<file path="config.mk">
export PLATFORM = sky130hd
export DESIGN_NAME = mem_port_arbiter
export DESIGN_NICKNAME = d
export VERILOG_FILES = /design/src/rtl/mem_port_arbiter.sv
export SDC_FILE = /design/constraint.sdc
export NUM_CORES = 1
export LEC_CHECK = 0
export CAP_MARGIN = 0
export CELL_PAD_IN_SITES_DETAIL_PLACEMENT = 0
export CELL_PAD_IN_SITES_GLOBAL_PLACEMENT = 1
export CORE_MARGIN = 3
export CORE_UTILIZATION = 25
export DETAILED_ROUTE_END_ITERATION = 8
export MAX_ROUTING_LAYER = met4
export PLACE_DENSITY = 0.94
export SYNTH_ARGS = -nofsm -noshare
export SYNTH_HDL_FRONTEND = slang
export SYNTH_SLANG_ARGS = --single-unit
</file>
<file path="constraint.sdc">
create_clock -name clk -period 2.15 [get_ports clk]
set_input_delay 0.3225 -clock clk [delete_from_list [all_inputs] [get_ports clk]]
set_output_delay 0.3225 -clock clk [all_outputs]
set_load 0.005 [all_outputs]
</file>
<file path="src/rtl/mem_port_arbiter.sv">
// Shares one memory port between instruction fetch (I) and data access (D),
// holding the registered winner on the bus until mem_done and routing completion back.
module mem_port_arbiter #(
   parameter int XLEN  = 32,
   parameter int BYTES = XLEN / 8
) (
   input  logic             clk,
   input  logic             rst_n,
   input  logic             i_req,
   input  logic [XLEN-1:0]  i_addr,
   input  logic             i_abort,
   output logic             i_done,
   output logic [XLEN-1:0]  i_rdata,
   input  logic             d_req,
   input  logic             d_we,
   input  logic [XLEN-1:0]  d_addr,
   input  logic [XLEN-1:0]  d_wdata,
   input  logic [BYTES-1:0] d_be,
   output logic             d_done,
   output logic [XLEN-1:0]  d_rdata,
   output logic             mem_rd,
   output logic             mem_wr,
   output logic [XLEN-1:0]  mem_addr,
   output logic [XLEN-1:0]  mem_wdata,
   output logic [BYTES-1:0] mem_be,
   input  logic             mem_done,
   input  logic [XLEN-1:0]  mem_rdata
);

   typedef enum logic [1:0] {IDLE, I_BUSY, D_BUSY, I_DRAIN} state_t;

   state_t state;
   logic   last_grant_d;
   logic   i_valid;
   logic   grant_window;
   logic   grant_i;
   logic   grant_d;

   // Grants happen from IDLE or on the completion cycle, so a waiting requester
   // follows the finishing one with no idle bubble.
   always_comb begin
      i_valid      = i_req && !i_abort;
      grant_window = (state == IDLE) || mem_done;
      grant_i      = 1'b0;
      grant_d      = 1'b0;
      if (grant_window) begin
         if (i_valid && d_req) begin
            grant_d = !last_grant_d;
            grant_i = last_grant_d;
         end else begin
            grant_i = i_valid;
            grant_d = d_req;
         end
      end
   end

   always_comb begin
      i_done  = (state == I_BUSY) && mem_done && !i_abort;
      d_done  = (state == D_BUSY) && mem_done;
      i_rdata = i_done ? mem_rdata : '0;
      d_rdata = (d_done && !mem_wr) ? mem_rdata : '0;
   end

   always_ff @(posedge clk or negedge rst_n) begin
      if (!rst_n) begin
         state        <= IDLE;
         last_grant_d <= 1'b0;
         mem_rd       <= 1'b0;
         mem_wr       <= 1'b0;
         mem_addr     <= '0;
         mem_wdata    <= '0;
         mem_be       <= '0;
      end else if (grant_i) begin
         state        <= I_BUSY;
         last_grant_d <= 1'b0;
         mem_rd       <= 1'b1;
         mem_wr       <= 1'b0;
         mem_addr     <= i_addr;
         mem_wdata    <= '0;
         mem_be       <= '1;
      end else if (grant_d) begin
         state        <= D_BUSY;
         last_grant_d <= 1'b1;
         mem_rd       <= !d_we;
         mem_wr       <= d_we;
         mem_addr     <= d_addr;
         mem_wdata    <= d_wdata;
         mem_be       <= d_be;
      end else if (mem_done && (state != IDLE)) begin
         // Address, data and enables keep their last values when the bus goes idle.
         state  <= IDLE;
         mem_rd <= 1'b0;
         mem_wr <= 1'b0;
      end else if ((state == I_BUSY) && i_abort) begin
         state <= I_DRAIN;
      end
   end

endmodule
</file>
# --- Word level (Yosys, flattened, before mapping) ---
# Cells that the tools add are included.
word_totals:
  regBits: 73
  in_bits: 139
  output_inout_bits: 136
  wordCells: 50
classes:
  eq_ne: 2
  muxes: 23
  reduce_logical: 18
op_table:
  columns: ["operator", "count"]
  rows:
  - ["32-bit two-way mux", 6]
  - ["1-bit two-way mux", 11]
  - ["1-bit logical AND", 8]
  - ["2-bit two-way mux", 4]
  - ["4-bit two-way mux", 2]
  - ["1-bit logical NOT", 4]
  - ["2-bit nonzero test", 2]
  - ["4-bit nonzero test", 1]
  - ["3-bit nonzero test", 1]
  - ["2-bit by 1-bit == test with 1-bit output, second input constant", 1]
  - ["2-bit == test, second input constant", 1]
  - ["2-bit logical NOT", 1]
  - ["1-bit logical OR", 1]

# --- Logic depth before layout (Yosys ltp) ---
logic_depth:
  word_depth: 7
  depth_mapped: 6

# --- Worst setup path before layout ---
# No wires, ideal clock.
synth_timing:
  path_kind: "reg2out"
  start: "register state[0]"
  end: "output d_rdata[10]"
  t_arrival_ps: 1168
  t_required_ps: 1827
  setup_slack_ps: 659
  path_stages_with_launch: 6
  cell_sequence: "dfrtp_1 inv_1 and3_1 and2b_1 clkbuf_2 and2_1"
synth_via:
  elab_chain_len: 4
synth_rtl:
  columns: ["element", "line", "rtl"]
  rows:
  - ["from (decl)", "32", "state_t state;"]
  - ["from (signal assigned)", "66", "state <= IDLE;"]
  - ["from (signal assigned)", "74", "state <= I_BUSY;"]
  - ["from (signal assigned)", "82", "state <= D_BUSY;"]
  - ["2-bit == test", "59", "d_done = (state == D_BUSY) && mem_done;"]
  - ["1-bit logical AND", "59", null]
  - ["via d_done", "19", "output logic d_done,"]
  - ["1-bit logical AND", "61", "d_rdata = (d_done && !mem_wr) ? mem_rdata : '0;"]
  - ["32-bit two-way mux", "61", null]
  - ["to (decl)", "20", "output logic [XLEN-1:0] d_rdata,"]
# The timed path passes the listed nets, and every way through them passes these cells.

# --- Worst setup path in the final report ---
layout_timing:
  start: "register state[0]"
  end: "output i_rdata[24]"
layout_via:
  elab_chain_len: 4
layout_rtl:
  columns: ["element", "line", "rtl"]
  rows:
  - ["2-bit by 1-bit == test with 1-bit output", "58", "i_done = (state == I_BUSY) && mem_done && !i_abort;"]
  - ["1-bit logical AND (2 in a row)", "58", null]
  - ["32-bit two-way mux", "60", "i_rdata = i_done ? mem_rdata : '0;"]
  - ["to (decl)", "13", "output logic [XLEN-1:0] i_rdata,"]
# Every way passes these cells.

==> metrics.txt <==
Seq/Total Area, Yosys between 50% and 60%; post-synth top area share 52.0%; largest cells by area after synthesis dfrtp_1, and2_1, mux2i_1; multiplexer area fraction after synthesis a little under a tenth; WP data arrival 1.94 ns; Yosys top cell by area dfrtp_1; RSZ-0062 raised after global routing yes; drt total wl 12300 um; DRT iter0 DRCs 68; Final Hold Vio Count 0; Nets 743; vias per cell 4.51; H-tree depth 3; Rel. slew slack 40.3%; vias approximately 3500; critical path endpoint category output pin; Clock Sinks 73; Startpoint Class flop; Syn Inst Count 321; Int Pwr roughly 3.8 mW; Max Cap Violations 0; Final Util around 51%; Synth Area in Simple Gates 17.4%; ant diodes 0; Logic pwr share 32.8%; max-slew violation count 0; HPWL Detailed 9500 um; Synth top cells by count dfrtp_1, and2_1, nand2_1; final setup fails 1; grt ovf 0; worst hold slack 0.124 ns; clk_skew ~0.0076 ns; die width 125 um; vias in the first global route 3650; violated checks negative setup slack; FF+latch count, synth 73; clk slew on worst S/H paths 0.06 ns; final worst path period need around 2.3 ns; Worst Path Required between 1.5 and 2 ns; Syn. warnings 0; IO Count approximately 280; root buffer cell clkbuf_16; Mapped Avg Cell Area 10.9 um2; xor and xnor area share after synthesis 0%; Core ar. roughly 0.014 mm2; Synth Area in Compound Gates 16.5%; row cnt 42; post-place instance area about 0.0065 mm2; Antenna Nets Post-Route 0; synthesis-to-finish area growth 97.4%; prevailing post-synth register cell dfrtp_1; Seq pwr share 35.5%; TritonCTS clock tree yes; switch share between 20 and 30%; Final Cell Area 0.00694 mm2; IO buf count 274; Vert. Die Dim 125 um; pwr dens approximately 740 mW/mm2; syn_nets 460; total track usage 15.4%; Clk Latency, worst-skew pair 0.32 ns; Post-route DRC 0; outcome finished, violations left; layout cells sized above 1 9.21%; Clock Power Share a little under a third; IR drop worst, VDD 0.488 mV; DRT Pass-1 Iters 5; Worst Max-Slew Pin Slew around 0.90 ns; number of synthesized flops with an enable pin 0; CP max FO 33; initial core utilization 26.0%; crit path kind reg2out; Leakage 3.65 nW; count of cell types in the netlist 29; largest family of logic cells by synthesized area simple AND/OR/NAND/NOR gates; clock tree buffer depth 2; global-route wire length before repair 18800 um; largest net degree at the start of global routing 74; Max Freq 443 MHz; initial antenna violation count 0; sw power about 1.3 mW; ys async rst share 100%; die area roughly 0.016 mm2; drt wl/cell ~16 um; HP Class in2async; GPL Wtd Cong 0.942; post-place setup slack -0.184 ns; post-route clock period utilization 105%; Mapped Area 0.00351 mm2; cell with the most instances after synthesis dfrtp_1; Synth Area in Adders 0%; fin worst setup slack -0.108 ns; CTS buffer count 9
per-layer routing:
layer	vias to the layer above	wire (um)	global-route usage [%]	part of all wire, %
li1	1682	-	-	-
met1	1646	4950	17.5	40
met2	189	6280	26.6	51
met3	17	848	3.99	6.9
met4	0	263	4.58	2.1
met5	-	0	-	0
per-stage QoR:
step / cells / power, mW / setup TNS, ns
final: 784 / 5.11 / -0.108
after global routing: 784 / 5.39 / -0.530
after detailed placement: 759 / 3.47 / -9.90
after CTS: 775 / 5.12 / -5.56
after floorplan: 321 / 2.35 / 0
after global placement: 759 / 3.43 / -8.48
critical path, cell delays in order, from the launching register on:
cell and delay, ns:
dfrtp_1 0.37, inv_2 0.07, nor4b_4 0.30, buf_12 0.20
and2_1 0.16, clkdlybuf4s50_1 0.50
placed cells by master (no fill, tap or decap), types with 5 or more instances in the layout:
cell type,n
clkdlybuf4s50_1,207
dfrtp_1,72
and2_1,63
nand2_1,37
a22o_1,32
mux2i_1,32
dlygate4sd2_1,32
dlymetal6s2s_1,29
o21ai_1,18
o21ai_0,17
buf_4,14
clkbuf_16,11
o22a_1,5
buf_12,5
state kept, by name, indices dropped and copies added, names as in the netlist:
register	cells
mem_wdata	32
mem_be	4
last_grant_d	1
mem_rd	1
mem_addr	32
state	2
mem_wr	1
power groups by stage:
stage	sequential, mW	combinational (mW)	clock (mW)
after global placement	1.83	1.61	0
after detailed placement	1.83	1.64	0
after global routing	1.85	1.81	1.72
after floorplan	1.84	0.509	0
final	1.81	1.68	1.62
after CTS	1.82	1.63	1.67
final timing paths:
check / start / endpoint / slack (ns) / cells past startpoint
worst min register to register: mem_addr[2]$_DFFE_PN0P_ / mem_addr[2]$_DFFE_PN0P_ / 0.48 / 2
min in group clk: i_abort / state[1]$_DFFE_PN0P_ / 0.47 / 3
max in group asynchronous: rst_n / state[1]$_DFFE_PN0P_ / 1.40 / 1
worst max register to register: state[0]$_DFFE_PN0P_ / mem_wdata[18]$_DFFE_PN0P_ / 0.46 / 6
worst max-delay path: state[0]$_DFFE_PN0P_ / i_rdata[24] / -0.11 / 5
worst min-delay path: rst_n / mem_wdata[26]$_DFFE_PN0P_ / 0.12 / 1
area by class of cell:
cell class / count / area (um2)
well taps: 176 / 220
multi-input cells: 222 / 1530
inverters: 2 / 7.51
clock buffers: 11 / 253
clock inverters: 4 / 76.3
repair buffers: 296 / 3020
flip-flops and latches: 73 / 1830
fillers: 1192 / 6570
what timing repair did:
action,in CTS,in global routing
endpoints found under the setup margin,65,33
hold buffers,0,0
resized for setup,38,51
cloned,0,2
buffers inserted,1,7
kinds of logic after synthesis:
logic type,count (synthesis)
flip-flops,73
multiplexers,32
AO/OA/AOI/OAI,81
buffers and inverters,26
AND/OR/NAND/NOR,109
Note: power is estimated with default switching activity, not from simulation.
